[src/rtl/fwd_fft_mul_arbiter.sv]
// fwd_fft_mul_arbiter
// Round-robin scheduler sharing one pipelined 24x16 unsigned multiplier among
// NREQ requesters. Tracks the owner of every in-flight product and returns
// each result over a valid/ready port. Back-pressure on the returning result
// freezes the whole multiplier pipeline via mul_ce_o, so no product is lost.
//
// Ports:
//   clk_i        clock, rising edge
//   reset_ni     synchronous active-low reset
//   req_valid_i  per-requester operand valid
//   req_ready_o  per-requester accept (one-hot or zero)
//   req_a_i      packed operand A, requester i at [24i+23:24i]
//   req_b_i      packed operand B, requester i at [16i+15:16i]
//   res_valid_o  one-hot result valid for the owning requester
//   res_ready_i  per-requester result accept
//   res_data_o   shared result bus (low 32 bits of a*b)
//   mul_ce_o     multiplier clock enable
//   mul_din0_o   multiplier operand A
//   mul_din1_o   multiplier operand B
//   mul_dout_i   multiplier product
//   busy_o       any product in flight
module fwd_fft_mul_arbiter #(
   parameter int unsigned NREQ    = 4,
   parameter int unsigned MUL_LAT = 3
) (
   input  logic                 clk_i,
   input  logic                 reset_ni,
   input  logic [NREQ-1:0]      req_valid_i,
   output logic [NREQ-1:0]      req_ready_o,
   input  logic [NREQ*24-1:0]   req_a_i,
   input  logic [NREQ*16-1:0]   req_b_i,
   output logic [NREQ-1:0]      res_valid_o,
   input  logic [NREQ-1:0]      res_ready_i,
   output logic [31:0]          res_data_o,
   output logic                 mul_ce_o,
   output logic [23:0]          mul_din0_o,
   output logic [15:0]          mul_din1_o,
   input  logic [31:0]          mul_dout_i,
   output logic                 busy_o
);

   localparam int unsigned IDW = (NREQ > 1) ? $clog2(NREQ) : 1;

   // Tracking pipe mirrors the multiplier stages; the last stage lines up with mul_dout_i
   logic [MUL_LAT-1:0]           vld_q, vld_d;
   logic [MUL_LAT-1:0][IDW-1:0]  id_q, id_d;
   logic [IDW-1:0]               ptr_q, ptr_d;

   logic            grant_found;
   logic [IDW-1:0]  grant_id;
   logic            last_vld;
   logic [IDW-1:0]  last_id;
   logic            stall;
   logic            issue;

   // Round-robin search starting at ptr_q
   always_comb begin
      grant_found = 1'b0;
      grant_id    = '0;
      for (int unsigned k = 0; k < NREQ; k++) begin
         if (!grant_found && req_valid_i[(32'(ptr_q) + k) % NREQ]) begin
            grant_found = 1'b1;
            grant_id    = IDW'((32'(ptr_q) + k) % NREQ);
         end
      end
   end

   // Gating with reset_ni hides stale in-flight products during the reset cycle
   assign last_vld = vld_q[MUL_LAT-1] & reset_ni;
   assign last_id  = id_q[MUL_LAT-1];
   assign stall    = last_vld & ~res_ready_i[last_id];
   assign mul_ce_o = ~stall;
   assign issue    = mul_ce_o & grant_found & reset_ni;

   always_comb begin
      req_ready_o = '0;
      mul_din0_o  = '0;
      mul_din1_o  = '0;
      if (issue) begin
         req_ready_o = NREQ'(1) << grant_id;
         mul_din0_o  = req_a_i[32'(grant_id) * 24 +: 24];
         mul_din1_o  = req_b_i[32'(grant_id) * 16 +: 16];
      end
   end

   always_comb begin
      res_valid_o = '0;
      res_data_o  = '0;
      if (last_vld) begin
         res_valid_o = NREQ'(1) << last_id;
         res_data_o  = mul_dout_i;
      end
   end

   assign busy_o = |vld_q;

   always_comb begin
      vld_d = vld_q;
      id_d  = id_q;
      ptr_d = ptr_q;
      if (mul_ce_o) begin
         for (int unsigned s = 1; s < MUL_LAT; s++) begin
            vld_d[s] = vld_q[s-1];
            id_d[s]  = id_q[s-1];
         end
         // Non-issue shift cycles insert a bubble
         vld_d[0] = issue;
         id_d[0]  = grant_id;
      end
      if (issue) begin
         ptr_d = (grant_id == IDW'(NREQ - 1)) ? '0 : grant_id + 1'b1;
      end
   end

   always_ff @(posedge clk_i) begin
      if (!reset_ni) begin
         vld_q <= '0;
         id_q  <= '0;
         ptr_q <= '0;
      end else begin
         vld_q <= vld_d;
         id_q  <= id_d;
         ptr_q <= ptr_d;
      end
   end

endmodule

[config.mk]
export PLATFORM = sky130hd
export DESIGN_NAME = fwd_fft_mul_arbiter
export DESIGN_NICKNAME = d
export VERILOG_FILES = /design/src/rtl/fwd_fft_mul_arbiter.sv
export SDC_FILE = /design/constraint.sdc
export NUM_CORES = 1
export LEC_CHECK = 0
export ABC_AREA = 0
export BUFFER_PORTS_ARGS = -buffer_cell sky130_fd_sc_hd__buf_2
export CAP_MARGIN = 20
export CORE_AREA = 10 10 101 103
export CTS_BUF_LIST = sky130_fd_sc_hd__clkbuf_4 sky130_fd_sc_hd__clkbuf_8
export DETAILED_ROUTE_END_ITERATION = 12
export DIE_AREA = 0 0 111 113
export GPL_ROUTABILITY_DRIVEN = 1
export PLACE_DENSITY = 0.74
export SLEW_MARGIN = 10
export SYNTH_ARGS = -nofsm -noshare
export SYNTH_HDL_FRONTEND = slang
export SYNTH_SLANG_ARGS = --single-unit
[constraint.sdc]
create_clock -name clk_i -period 4.1 [get_ports clk_i]
set_clock_uncertainty 0.05 [all_clocks]
set_input_delay 0.82 -clock clk_i [delete_from_list [all_inputs] [get_ports clk_i]]
set_output_delay 0.82 -clock clk_i [all_outputs]
set_load 0.05 [all_outputs]
* Word level (Yosys, flattened, before mapping)
Index checks and enable logic that the tools add are counted.
Storage, ports and cells: bits in registers 11, input port bits 202, output and inout bits 82
Operators by class: reduce and logical (&&, ||, !) cells 7, multipliers 1, equal/unequal tests 1, $add $sub $neg 4, shift-type cells 4, muxes and demuxes 24, bitwise gates (word level) 6, order comparisons 5
Operator list (number):
- $shiftx 96x8->24 | 1
- $shiftx 64x7->16 | 1
- $mux 32 | 1
- $mux 24 | 1
- $mux 16 | 1
- $lt 2x3->1 const B | 5
- $bmux 1 s2 | 5
- $mux 2 | 5
- $mux 1 | 9
- $mux 4 | 2
- $shl 1x2->4 const A | 2
- $add 2x1->2 const B | 2
- $add 2x2->2 const B | 2
- $and 1x1->1 | 4
- $mul 2x2->4 const B | 1
- $logic_and 1x1->1 | 3
- $logic_not 1->1 | 3
- $reduce_or 3->1 | 1
- $eq 2x2->1 const B | 1
- $not 1->1 | 2

* Longest topological paths before layout
Gate-level depths: netlist (run 1).
word-level depth 15, mapped depth 9, depth with buffers taken out 7

* Least setup slack after synthesis (run 1)
No wires, ideal clock.
path kind input to output, start in req_valid_i[0], end out mul_din0_o[14], setup slack 0.686 ns, data arrival time 2.544 ns, required time 3.230 ns, buffers on the path 1, cell stages on the path 7, cell sequence a21oi_1 nor3b_1 or3_4 clkinv_1 nand2_2 buf_2 o22ai_1
On the way: longest elaborated chain between the ends 15
Ends and longest elaborated chain:
- start: declaration | RTL line 28 | input logic [NREQ-1:0] req_valid_i,
- $bmux 1 s2 | RTL line 61 | if (!grant_found && req_valid_i[(32'(ptr_q) + k) % NREQ]) begin
- $mux 1 (implied by the code) | RTL line 61
- $mux 1 | RTL line 61
- $logic_not 1->1 | RTL line 61
- $logic_and 1x1->1 | RTL line 61
- $mux 1 | RTL line 61
- $logic_not 1->1 | RTL line 61
- $logic_and 1x1->1 | RTL line 61
- $mux 1 | RTL line 61
- $logic_not 1->1 | RTL line 61
- $logic_and 1x1->1 | RTL line 61
- $mux 2 (*) | RTL line 61
- net grant_id[1] | RTL line 50 | logic [IDW-1:0] grant_id;
- $mul 2x2->4 (*) | RTL line 81 | mul_din0_o = req_a_i[32'(grant_id) * 24 +: 24];
- $shiftx 96x8->24 (*) | RTL line 81
- $mux 24 (*) | RTL line 79 | if (issue) begin
- end: declaration | RTL line 36 | output logic [23:0] mul_din0_o,
The timed path passes the listed nets; every way through them passes the cells marked *. The select of a mux whose other input is x is not followed.

* Worst setup path after layout (run 1)
start in reset_ni, end out mul_din1_o[12]
On the way: longest elaborated chain between the ends 6
Ends and longest elaborated chain:
- start: declaration | RTL line 27 | input logic reset_ni,
- $and 1x1->1 | RTL line 69 | assign last_vld = vld_q[MUL_LAT-1] & reset_ni;
- $and 1x1->1 | RTL line 71 | assign stall = last_vld & ~res_ready_i[last_id];
- $not 1->1 | RTL line 72 | assign mul_ce_o = ~stall;
- $and 1x1->1 | RTL line 73 | assign issue = mul_ce_o & grant_found & reset_ni;
- $and 1x1->1 (*) | RTL line 73
- $mux 16 (*) | RTL line 79
- end: declaration | RTL line 37 | output logic [15:0] mul_din1_o,
Every way passes the cells marked *; elsewhere a longest branch is shown, timed or not.

==> metrics.txt, run 1 <==
status finished clean; Post-synth top flop dfxtp_1; switch share 59.5%; Power Density 462 mW/mm^2; syn avg cell area 8.30 sq um; LEAKAGE 2.34 nW; area leader, netlist mux2i_1; top cells by area, synth mux2i_1 38%, o22ai_1 11%, dfxtp_1 10%, and3_1 9.4%, buf_6 7.4%; GR Overflow Total 0; Layout Cells excl Fill 629; Achievable Freq 264 MHz; placer congestion estimate 0.866; IO Pins 284; commonest cells after routing, fill and taps aside 283 x buf_2, 82 x mux2i_1, 36 x o22ai_1; Max Cap Viol 0; routed vias 3002; placed cell count 625; sequential element share of the synthesized area 10.3%; initial antenna violation count 0; total CTS buffers 3; post-synthesis register bit count 11; die width 111 um; FP Rows 33; worst min-delay path class register to register; Root Driver clkbuf_8; pin count of the biggest net entering global routing 56; TNS Setup 0 ns; asr flop ratio synth 0%; Max FO, Critical Path 42; DRC 0; final setup fails 0; ANT cells 0; r2r startpoint ptr_q[0]; DRT Pass-1 Iters 4; WS Path Type input port to output port; DRT Wirelength 11.1 mm; Clock Latency Late Sink 0.24 ns; Pint 0.672 mW; Seq pwr share 9.1%; CTS H-Tree Depth 1; Die Footprint 0.0125 sq mm; Setup crit start kind input port; Crit. Startpoint reset_ni; post-detail-place hpwl 9.51 mm; CTS Hold Bufs 0; worst hold slack 0.393 ns; Netlist cell types 36; VDD IR max 0.276 mV; Comb pwr share 84.4%; Post-Syn Instances 257; slew at the pin closest to its max-slew limit 0.565 ns; Wirelength per Cell 17.6 um; Nets 731; Synth top area share 38.5%; Final Max Tran Viols 0; CTS tree done; Post-synth EDFFs 0; post-synthesis instance area 0.00213 sq mm; Area Overhead vs Synth 68.4%; vias per cell 4.77; Psw 0.989 mW; fillers 822; Required @ worst endpoint 3.23 ns; hold_sp id_q[1]; fin crit share 92.4%; Min Clock Period, post-route 3.79 ns; Hold Violations, Final 0; Mapped Nets 463; post-CTS setup buffers 0; Initial Utilization 26.2%; most common cell after layout, fill and taps aside buf_2; CTS max path bufs 2; die span in y 113 um; IO buf count 283; core region area 0.00813 sq mm; Routed Antenna Nets 0; global-route wire length before repair 16.5 mm; global router's overall resource usage 15.6%; RSZ-0062 raised after global routing false; clk slew on worst S/H paths 0.05 ns; Yosys Warn Count 0; CP Capture Type output port; data arrival time of the worst path 2.92 ns; CTS sink cnt 11; post-CTS sizing 0; Iteration-0 DRC Markers 202; share of cells above drive strength 1 58.0%; clock share of power 6.5%; Rel. slew slack 62.3%; vias in the first global route 3145
-- sequential cells by signal, summed over array words and instances, names as in the netlist --
| register | flops |
|---|---|
| ptr_q | 2 |
| last_id | 2 |
| vld_q | 3 |
| id_q | 4 |
-- power by group through the flow --
stage          Clock [mW]  Combinational, mW  Sequential [mW]
2_1_floorplan           0               1.15            0.145
3_3_place_gp            0               1.38            0.151
3_5_place_dp            0               1.41            0.152
4_1_cts             0.113               1.41            0.150
5_1_grt             0.120               1.49            0.154
6_report            0.109               1.40            0.151
-- cell type report --
| class | count | area (sq um) | area share [%] |
|---|---|---|---|
| Tap cell | 105 | 131 | 3.66 |
| Multi-Input combinational cell | 214 | 1700 | 47.3 |
| Clock inverter | 1 | 5.00 | 0.139 |
| Sequential cell | 11 | 220 | 6.13 |
| Inverter | 6 | 22.5 | 0.627 |
| Clock buffer | 3 | 41.3 | 1.15 |
| Timing Repair Buffer | 289 | 1470 | 41.0 |
-- critical path, stage by stage --
cell	delay, ns
buf_2	0.29
nand3_1	0.22
a211o_1	0.16
nor3b_4	0.47
nand2_4	0.38
o22ai_1	0.24
buf_2	0.31
-- synthesized netlist by cell type, types with 2 or more instances --
cell,instances
ha_1,4
nor2_1,4
nand2_1,14
o21ai_0,6
and2_1,4
clkbuf_1,7
nor2b_1,4
nor3_1,2
a21oi_1,3
inv_1,5
dfxtp_1,11
o22ai_2,4
buf_6,14
o22ai_1,36
and3_1,32
mux2i_1,82
buf_2,5
nand2b_1,2
-- metal layers --
metal	share of wire, %	vias to the layer above	global-route usage, %
li1	-	1506	-
met1	38	1350	16.4
met2	55	136	30.5
met3	6.2	10	3.96
met4	1.2	0	3.21
met5	0	-	0
-- cell families (layout without fill, tap and decap cells) --
family	count (synthesis)	count (layout)	share of synthesized area (%)
multiplexers	83	83	39.2
AND/OR/NAND/NOR	70	70	19.4
AO/OA/AOI/OAI	57	57	17.9
buffers and inverters	32	299	10.9
flip-flops	11	11	10.3
adder cells (fa/ha/maj)	4	4	2.35
-- stage by stage --
step / cell area, sq um / power [mW] / setup WS [ns] / utilization (%)
2_1_floorplan: 2130 / 1.29 / 0.686 / -
3_3_place_gp: 3550 / 1.53 / 0.448 / 43.6
3_5_place_dp: 3550 / 1.56 / 0.338 / 43.6
4_1_cts: 3590 / 1.68 / 0.335 / 44.2
5_1_grt: 3590 / 1.76 / 0.115 / 44.2
6_report: 3590 / 1.66 / 0.314 / 44.2
-- worst paths after layout --
| kind | depth (start not counted) | to | slack, ns |
|---|---|---|---|
| setup reg to reg | 8 | ptr_q[1] | 1.98 |
| setup / recovery | 7 | mul_din1_o[12] | 0.31 |
| hold reg to reg | 2 | id_q[1] | 0.39 |
| hold / removal | 2 | id_q[1] | 0.39 |
Power figures use the tool's default switching activity.
==> inputs of run 2 (changes only) <==
--- a/config.mk
+++ b/config.mk
@@ -5,7 +5,6 @@
 export SDC_FILE = /design/constraint.sdc
 export NUM_CORES = 1
 export LEC_CHECK = 0
-export ABC_AREA = 0
 export BUFFER_PORTS_ARGS = -buffer_cell sky130_fd_sc_hd__buf_2
 export CAP_MARGIN = 20
 export CORE_AREA = 10 10 101 103
@@ -14,6 +13,7 @@
 export DIE_AREA = 0 0 111 113
 export GPL_ROUTABILITY_DRIVEN = 1
 export PLACE_DENSITY = 0.74
+export SETUP_SLACK_MARGIN = 0.5
 export SLEW_MARGIN = 10
 export SYNTH_ARGS = -nofsm -noshare
 export SYNTH_HDL_FRONTEND = slang
==> metrics.txt, run 2 (synthesized netlist as in run 1, its figures left out) <==
design area 0.00365 sq mm (+1.6%); placer congestion estimate 0.866 (unchanged); worst min-delay path class register to register; Routed Antenna Nets 0 (unchanged); final setup fails 0 (unchanged); CTS sink cnt 11 (unchanged); VDD IR max 0.277 mV (+0.42%); CTS max path bufs 2 (unchanged); Max FO, Critical Path 42 (unchanged); setup slack, reg-to-reg 2.06 ns (+0.08 ns); TNS Setup 0 ns (unchanged); global-route wire length before repair 16.7 mm (+0.66%); clock share of power 6.5% (about the same); vias in the first global route 3165 (+0.64%); Final Max Tran Viols 0 (unchanged); Layout Cells excl Fill 632 (+0.48%); FF-to-FF path depth 8 (unchanged); ANT cells 0 (unchanged); WS Path Type input port to output port; Root Driver clkbuf_8; LEAKAGE 2.35 nW (+0.71%); placed cell count 625 (unchanged); Required @ worst endpoint 3.23 ns (about the same); Hold Path Cell Cnt 2 (unchanged); status finished clean; IO Pins 284 (unchanged); Area Overhead vs Synth 71.1%; Tot Pwr 1.69 mW (+1.7%); vias per cell 4.77 (about the same); commonest cells after routing, fill and taps aside 273 x buf_2, 82 x mux2i_1, 36 x o22ai_1; CTS tree done; Wirelength per Cell 17.6 um (+0.24%); Biggest register id_q; CTS H-Tree Depth 1 (unchanged); DRT Pass-1 Iters 4 (unchanged); Regs by FF count id_q: 4 flops, vld_q: 3 flops; r2r startpoint ptr_q[0]; global router's overall resource usage 15.8% (+0.13 points); Pint 0.692 mW (+3.0%); Storage cell area 220 sq um (unchanged); die span in y 113 um (unchanged); Setup WS post-layout 0.618 ns (+0.305 ns); fillers 821 (-0.12%); Max Cap Viol 0 (unchanged); GR Overflow Total 0 (unchanged); Power Density 463 mW/mm^2 (+0.10%); Iteration-0 DRC Markers 197 (-2.5%); IO buf count 283 (unchanged); Psw 0.997 mW (+0.77%); most common cell after layout, fill and taps aside buf_2; share of cells above drive strength 1 58.3% (+0.24 points); switch share 59.0% (-0.53 points); data arrival time of the worst path 2.61 ns (-0.31 ns); RSZ-0062 raised after global routing false; total CTS buffers 3 (unchanged); die width 111 um (unchanged); Largest register FFs 4 (unchanged); multi-input logic area 0.00171 sq mm (+0.52%); slew at the pin closest to its max-slew limit 0.524 ns (-0.0413 ns); Seq pwr share 9.0% (about the same); Setup crit start kind input port; Clock Latency Late Sink 0.24 ns (about the same); worst r2r dst ptr_q[1]; Comb pwr share 84.5% (about the same); Hold Path Sink id_q[1]; clk slew on worst S/H paths 0.05 ns (about the same); Initial Utilization 26.2% (unchanged); Nets 734 (+0.41%); Min Clock Period, post-route 3.48 ns (-0.305 ns); Die Footprint 0.0125 sq mm (unchanged); Achievable Freq 287 MHz (+8.8%); DRT Wirelength 11.2 mm (+0.72%); Rel. slew slack 64.8% (+2.4 points); pin count of the biggest net entering global routing 56 (unchanged); initial antenna violation count 0 (unchanged); hold_sp id_q[1]; Cell Area, Placed 0.00355 sq mm (unchanged); DRC 0 (unchanged); post-detail-place hpwl 9.51 mm (unchanged); dpl ws 0.338 ns (unchanged); CP Capture Type output port; Hold Violations, Final 0 (unchanged); routed vias 3016 (+0.47%); core region area 0.00813 sq mm (unchanged); FP Rows 33 (unchanged); fin crit share 84.9% (-7.4 points)
-- run 2: changes by cell type in the layout (fill, tap and decap cells not counted) --
cell / previous run / this run
a21boi_0: 1 / 0
a21boi_1: 0 / 1
buf_2: 283 / 273
buf_4: 5 / 17
clkbuf_4: 0 / 1
nand2_4: 1 / 0
nand2_8: 0 / 1
-- run 2: metrics by stage --
stage	util (%)	hold WS, ns
after floorplan	-	0.373
after global placement	43.6	0.384
after detailed placement	43.6	0.387
after CTS	44.7	0.396
after global routing	44.9	0.419
final	44.9	0.393
-- run 2: per-layer routing --
layer	global-route usage (%)	vias to the layer above	share of wire, %
met1	16.3	1356	37
li1	-	1511	-
met3	4.01	12	6.8
met4	3.56	0	1.4
met2	30.9	137	55
met5	0	-	0
-- run 2: how the worst max path moves through the flow --
| stage | from | end | slack, ns |
|---|---|---|---|
| after CTS | reset_ni | mul_din0_o[15] | 0.50 |
| after global placement | reset_ni | mul_din0_o[0] | 0.45 |
| after detailed placement | reset_ni | mul_din0_o[22] | 0.34 |
| after floorplan | req_valid_i[0] | mul_din0_o[14] | 0.69 |
| after global routing | reset_ni | mul_din0_o[17] | 0.50 |
| final | reset_ni | mul_din0_o[15] | 0.62 |
-- run 2: layout make-up --
type	instances	share of cell area, %
well taps	105	3.60
clock buffers	3	1.13
clock inverters	1	0.137
inverters	6	0.617
multi-input cells	214	46.8
repair buffers	292	41.7
flip-flops and latches	11	6.03
-- run 2: critical path, stage by stage --
cell,delay [ns]
clkbuf_4,0.34
nand3_1,0.17
a211o_1,0.33
nor3b_4,0.18
buf_4,0.18
nand2_8,0.22
o22ai_1,0.11
buf_2,0.23
-- run 2: power by group through the flow --
stage / Combinational, mW / Clock [mW] / Sequential [mW]
after floorplan: 1.15 / 0 / 0.145
after global placement: 1.38 / 0 / 0.151
after detailed placement: 1.41 / 0 / 0.152
after CTS: 1.44 / 0.113 / 0.150
after global routing: 1.52 / 0.121 / 0.155
final: 1.43 / 0.110 / 0.152
-- run 2: repair_timing --
action                     4_1_cts  5_1_grt
hold buffers                     0        0
setup buffers                    1        2
gates resized for setup         10        2
setup endpoints to repair       40       42
==> inputs of run 3 (changes only) <==
--- a/config.mk
+++ b/config.mk
@@ -5,14 +5,16 @@
 export SDC_FILE = /design/constraint.sdc
 export NUM_CORES = 1
 export LEC_CHECK = 0
+export ABC_AREA = 1
 export BUFFER_PORTS_ARGS = -buffer_cell sky130_fd_sc_hd__buf_2
 export CAP_MARGIN = 20
-export CORE_AREA = 10 10 101 103
+export CORE_ASPECT_RATIO = 2
+export CORE_MARGIN = 10
+export CORE_UTILIZATION = 30
 export CTS_BUF_LIST = sky130_fd_sc_hd__clkbuf_4 sky130_fd_sc_hd__clkbuf_8
 export DETAILED_ROUTE_END_ITERATION = 12
-export DIE_AREA = 0 0 111 113
 export GPL_ROUTABILITY_DRIVEN = 1
-export PLACE_DENSITY = 0.74
+export PLACE_DENSITY = 0.71
 export SETUP_SLACK_MARGIN = 0.5
 export SLEW_MARGIN = 10
 export SYNTH_ARGS = -nofsm -noshare
==> constraint.sdc (replaced) <==
create_clock -name clk_i -period 3.5 [get_ports clk_i]
set_clock_uncertainty 0.05 [all_clocks]
set_input_delay 0.7 -clock clk_i [delete_from_list [all_inputs] [get_ports clk_i]]
set_output_delay 0.7 -clock clk_i [all_outputs]
set_load 0.05 [all_outputs]
==> metrics.txt, run 3 <==
status finished clean; CTS H-Tree Depth 1 (unchanged); global-route wire length before repair 26.7 mm (+61%); Post-synth top cells 214 x inv_1, 126 x nand2_1, 86 x nand3_1; Regs by FF count id_q: 4 flops, vld_q: 3 flops; syn avg cell area 4.76 sq um (-43%); Nets 1162 (+58%); Root Driver clkbuf_8; final setup fails 0 (unchanged); clk slew on worst S/H paths 0.05 ns (about the same); Routed Antenna Nets 0 (unchanged); Crit. Startpoint req_valid_i[2]; Netlist cell types 24 (-33%); area leader, netlist inv_1; DRT Wirelength 18.1 mm (+62%); post-detail-place hpwl 13.0 mm (+37%); FP Rows 53 (+61%); top cells by area, synth inv_1 25%, nand4_1 16%, nand2_1 15%, nand3_1 13%, a21oi_1 6.8%; Post-synth top flop dfxtp_1; Biggest register id_q; CP max-delay cell nor2_4; CTS tree done; commonest cells after routing, fill and taps aside 235 x buf_2, 206 x inv_1, 101 x nand2_1; IO Pins 284 (unchanged); CTS sink cnt 11 (unchanged); Setup crit start kind input port; Hold Violations, Final 0 (unchanged); Max FO, Critical Path 7 (-83%); RSZ-0062 raised after global routing true; IO buf count 283 (unchanged); slew at the pin closest to its max-slew limit 0.393 ns (-0.131 ns); TNS Setup 0 ns (unchanged); Area Overhead vs Synth 90.2%; Wirelength per Cell 16.5 um (-6.5%); post-synthesis instance area 0.00324 sq mm (+52%); count leader, synth inv_1; Iteration-0 DRC Markers 293 (+49%); most common cell after layout, fill and taps aside buf_2; Yosys Warn Count 0 (unchanged); Post-synth EDFFs 0 (unchanged); Post-Syn Instances 682 (+170%); post-synthesis register bit count 11 (unchanged); global router's overall resource usage 20.7% (+5.0 points); die width 93.5 um (-16%); Largest register FFs 4 (unchanged); GR Overflow Total 0 (unchanged); Achievable Freq 326 MHz; placer congestion estimate 0.943 (+8.9%); CTS max path bufs 2 (unchanged); DRT Pass-1 Iters 7 (+3); Die Footprint 0.0156 sq mm (+25%); r2r startpoint ptr_q[0]; pin count of the biggest net entering global routing 82 (+46%); core region area 0.0105 sq mm (+30%); share of cells above drive strength 1 46.4% (-12 points); initial antenna violation count 3 (+3); total CTS buffers 3 (unchanged); worst min-delay path class register to register; Required @ worst endpoint 2.75 ns (-0.48 ns); WS Path Type input port to output port; CP peak stage delay 0.18 ns (-0.16 ns); Mapped Nets 888 (+92%); DRC 0 (unchanged); Final Max Tran Viols 0 (unchanged); Initial Utilization 30.8% (+4.5 points); fin crit share 87.6%; crit path cell chain buf_6, inv_4, nand2_4, nand3_4, nand2_4, nor2_4, nand3_2, nand3_2, nand2_4, inv_8, buf_12, clkbuf_16, nand3_2, a21oi_2, buf_6; asr flop ratio synth 0% (unchanged); die span in y 167 um (+48%); vias in the first global route 5251 (+66%); CP Capture Type output port; Max Cap Viol 0 (unchanged); Rel. slew slack 73.8% (+9.0 points); vias per cell 4.99 (+4.6%); data arrival time of the worst path 2.32 ns (-0.29 ns); Clock Latency Late Sink 0.24 ns (about the same); sequential element share of the synthesized area 6.79% (-3.5 points); hold_sp id_q[2]; Synth top area share 24.8% (-14 points); Min Clock Period, post-route 3.07 ns; routed vias 5473 (+81%)
[run 3: changes by cell type in the layout (fill, tap and decap cells not counted), sizes merged, moves of 4 or more]
cell,change
a21oi,+41
and3,-32
buf,+25
diode,+4
inv,+212
mux2i,-82
nand2,+112
nand3,+88
nand4,+81
nor2,+37
nor2b,-4
o21ai,-4
o22ai,-34
[run 3: final cells by class]
| cell class | count | area (sq um) |
|---|---|---|
| repair buffers | 318 | 2320 |
| well taps | 137 | 171 |
| fillers | 1054 | 4380 |
| multi-input cells | 404 | 2540 |
| inverters | 218 | 846 |
| diodes | 4 | 10.0 |
| flip-flops and latches | 11 | 228 |
| clock buffers | 4 | 48.8 |
[run 3: path summary, 6_finish.rpt]
path / slack, ns / cells past startpoint / to
min reg2reg: 0.42 / 2 / last_id[0]
max: 0.43 / 15 / mul_din1_o[0]
min: 0.42 / 2 / last_id[0]
max reg2reg: 1.35 / 13 / ptr_q[1]
[run 3: stage by stage]
step / cells / setup slack (ns) / hold WS (ns) / cell area [sq um] / utilization [%]
2_1_floorplan: 682 / 0.516 / 0.391 / 3420 / -
3_3_place_gp: 1067 / 0.220 / 0.410 / 5010 / 47.5
3_5_place_dp: 1067 / 0.216 / 0.418 / 5010 / 47.5
4_1_cts: 1086 / 0.463 / 0.425 / 5750 / 54.5
5_1_grt: 1095 / 0.326 / 0.451 / 6160 / 58.5
6_report: 1096 / 0.434 / 0.422 / 6170 / 58.5
[run 3: what timing repair did]
action	CTS	global route
endpoints found under the setup margin	44	44
pin swaps	18	39
endpoints found under the hold margin	0	0
gates resized for setup	142	75
buffers inserted	10	4
gates cloned	5	2
hold buffers	0	0
[run 3: worst max-delay path, delay by kind of cell]
family                 cells  cell delay [ns]
and+or+nand+nor            8             0.76
buffers and inverters      6             0.69
AOI/OAI and AO/OA          1             0.15
[run 3: metal layers]
| layer | GRT usage, % | vias to the layer above | wire [um] | share of wire (%) |
|---|---|---|---|---|
| li1 | - | 2663 | - | - |
| met1 | 20.4 | 2444 | 6000 | 33 |
| met2 | 38.1 | 303 | 9450 | 52 |
| met3 | 5.99 | 63 | 1750 | 9.7 |
| met4 | 9.04 | 0 | 873 | 4.8 |
| met5 | 0 | - | 0 | 0 |
[run 3: cells by family (layout without fill, tap and decap cells)]
kind of cell,after synthesis,after routing,share of synthesized area (%)
and+or+nand+nor,344,344,50.8
adders and majority gates,4,4,1.54
buffers and inverters,267,540,31.8
other,0,4,0
DFF,11,11,6.79
AOI/OAI and AO/OA,56,56,9.07
Power of run 3 is left out: the tool's default activity adds up to more than one toggle a clock period on the data nets, which glitch-free logic cannot reach.
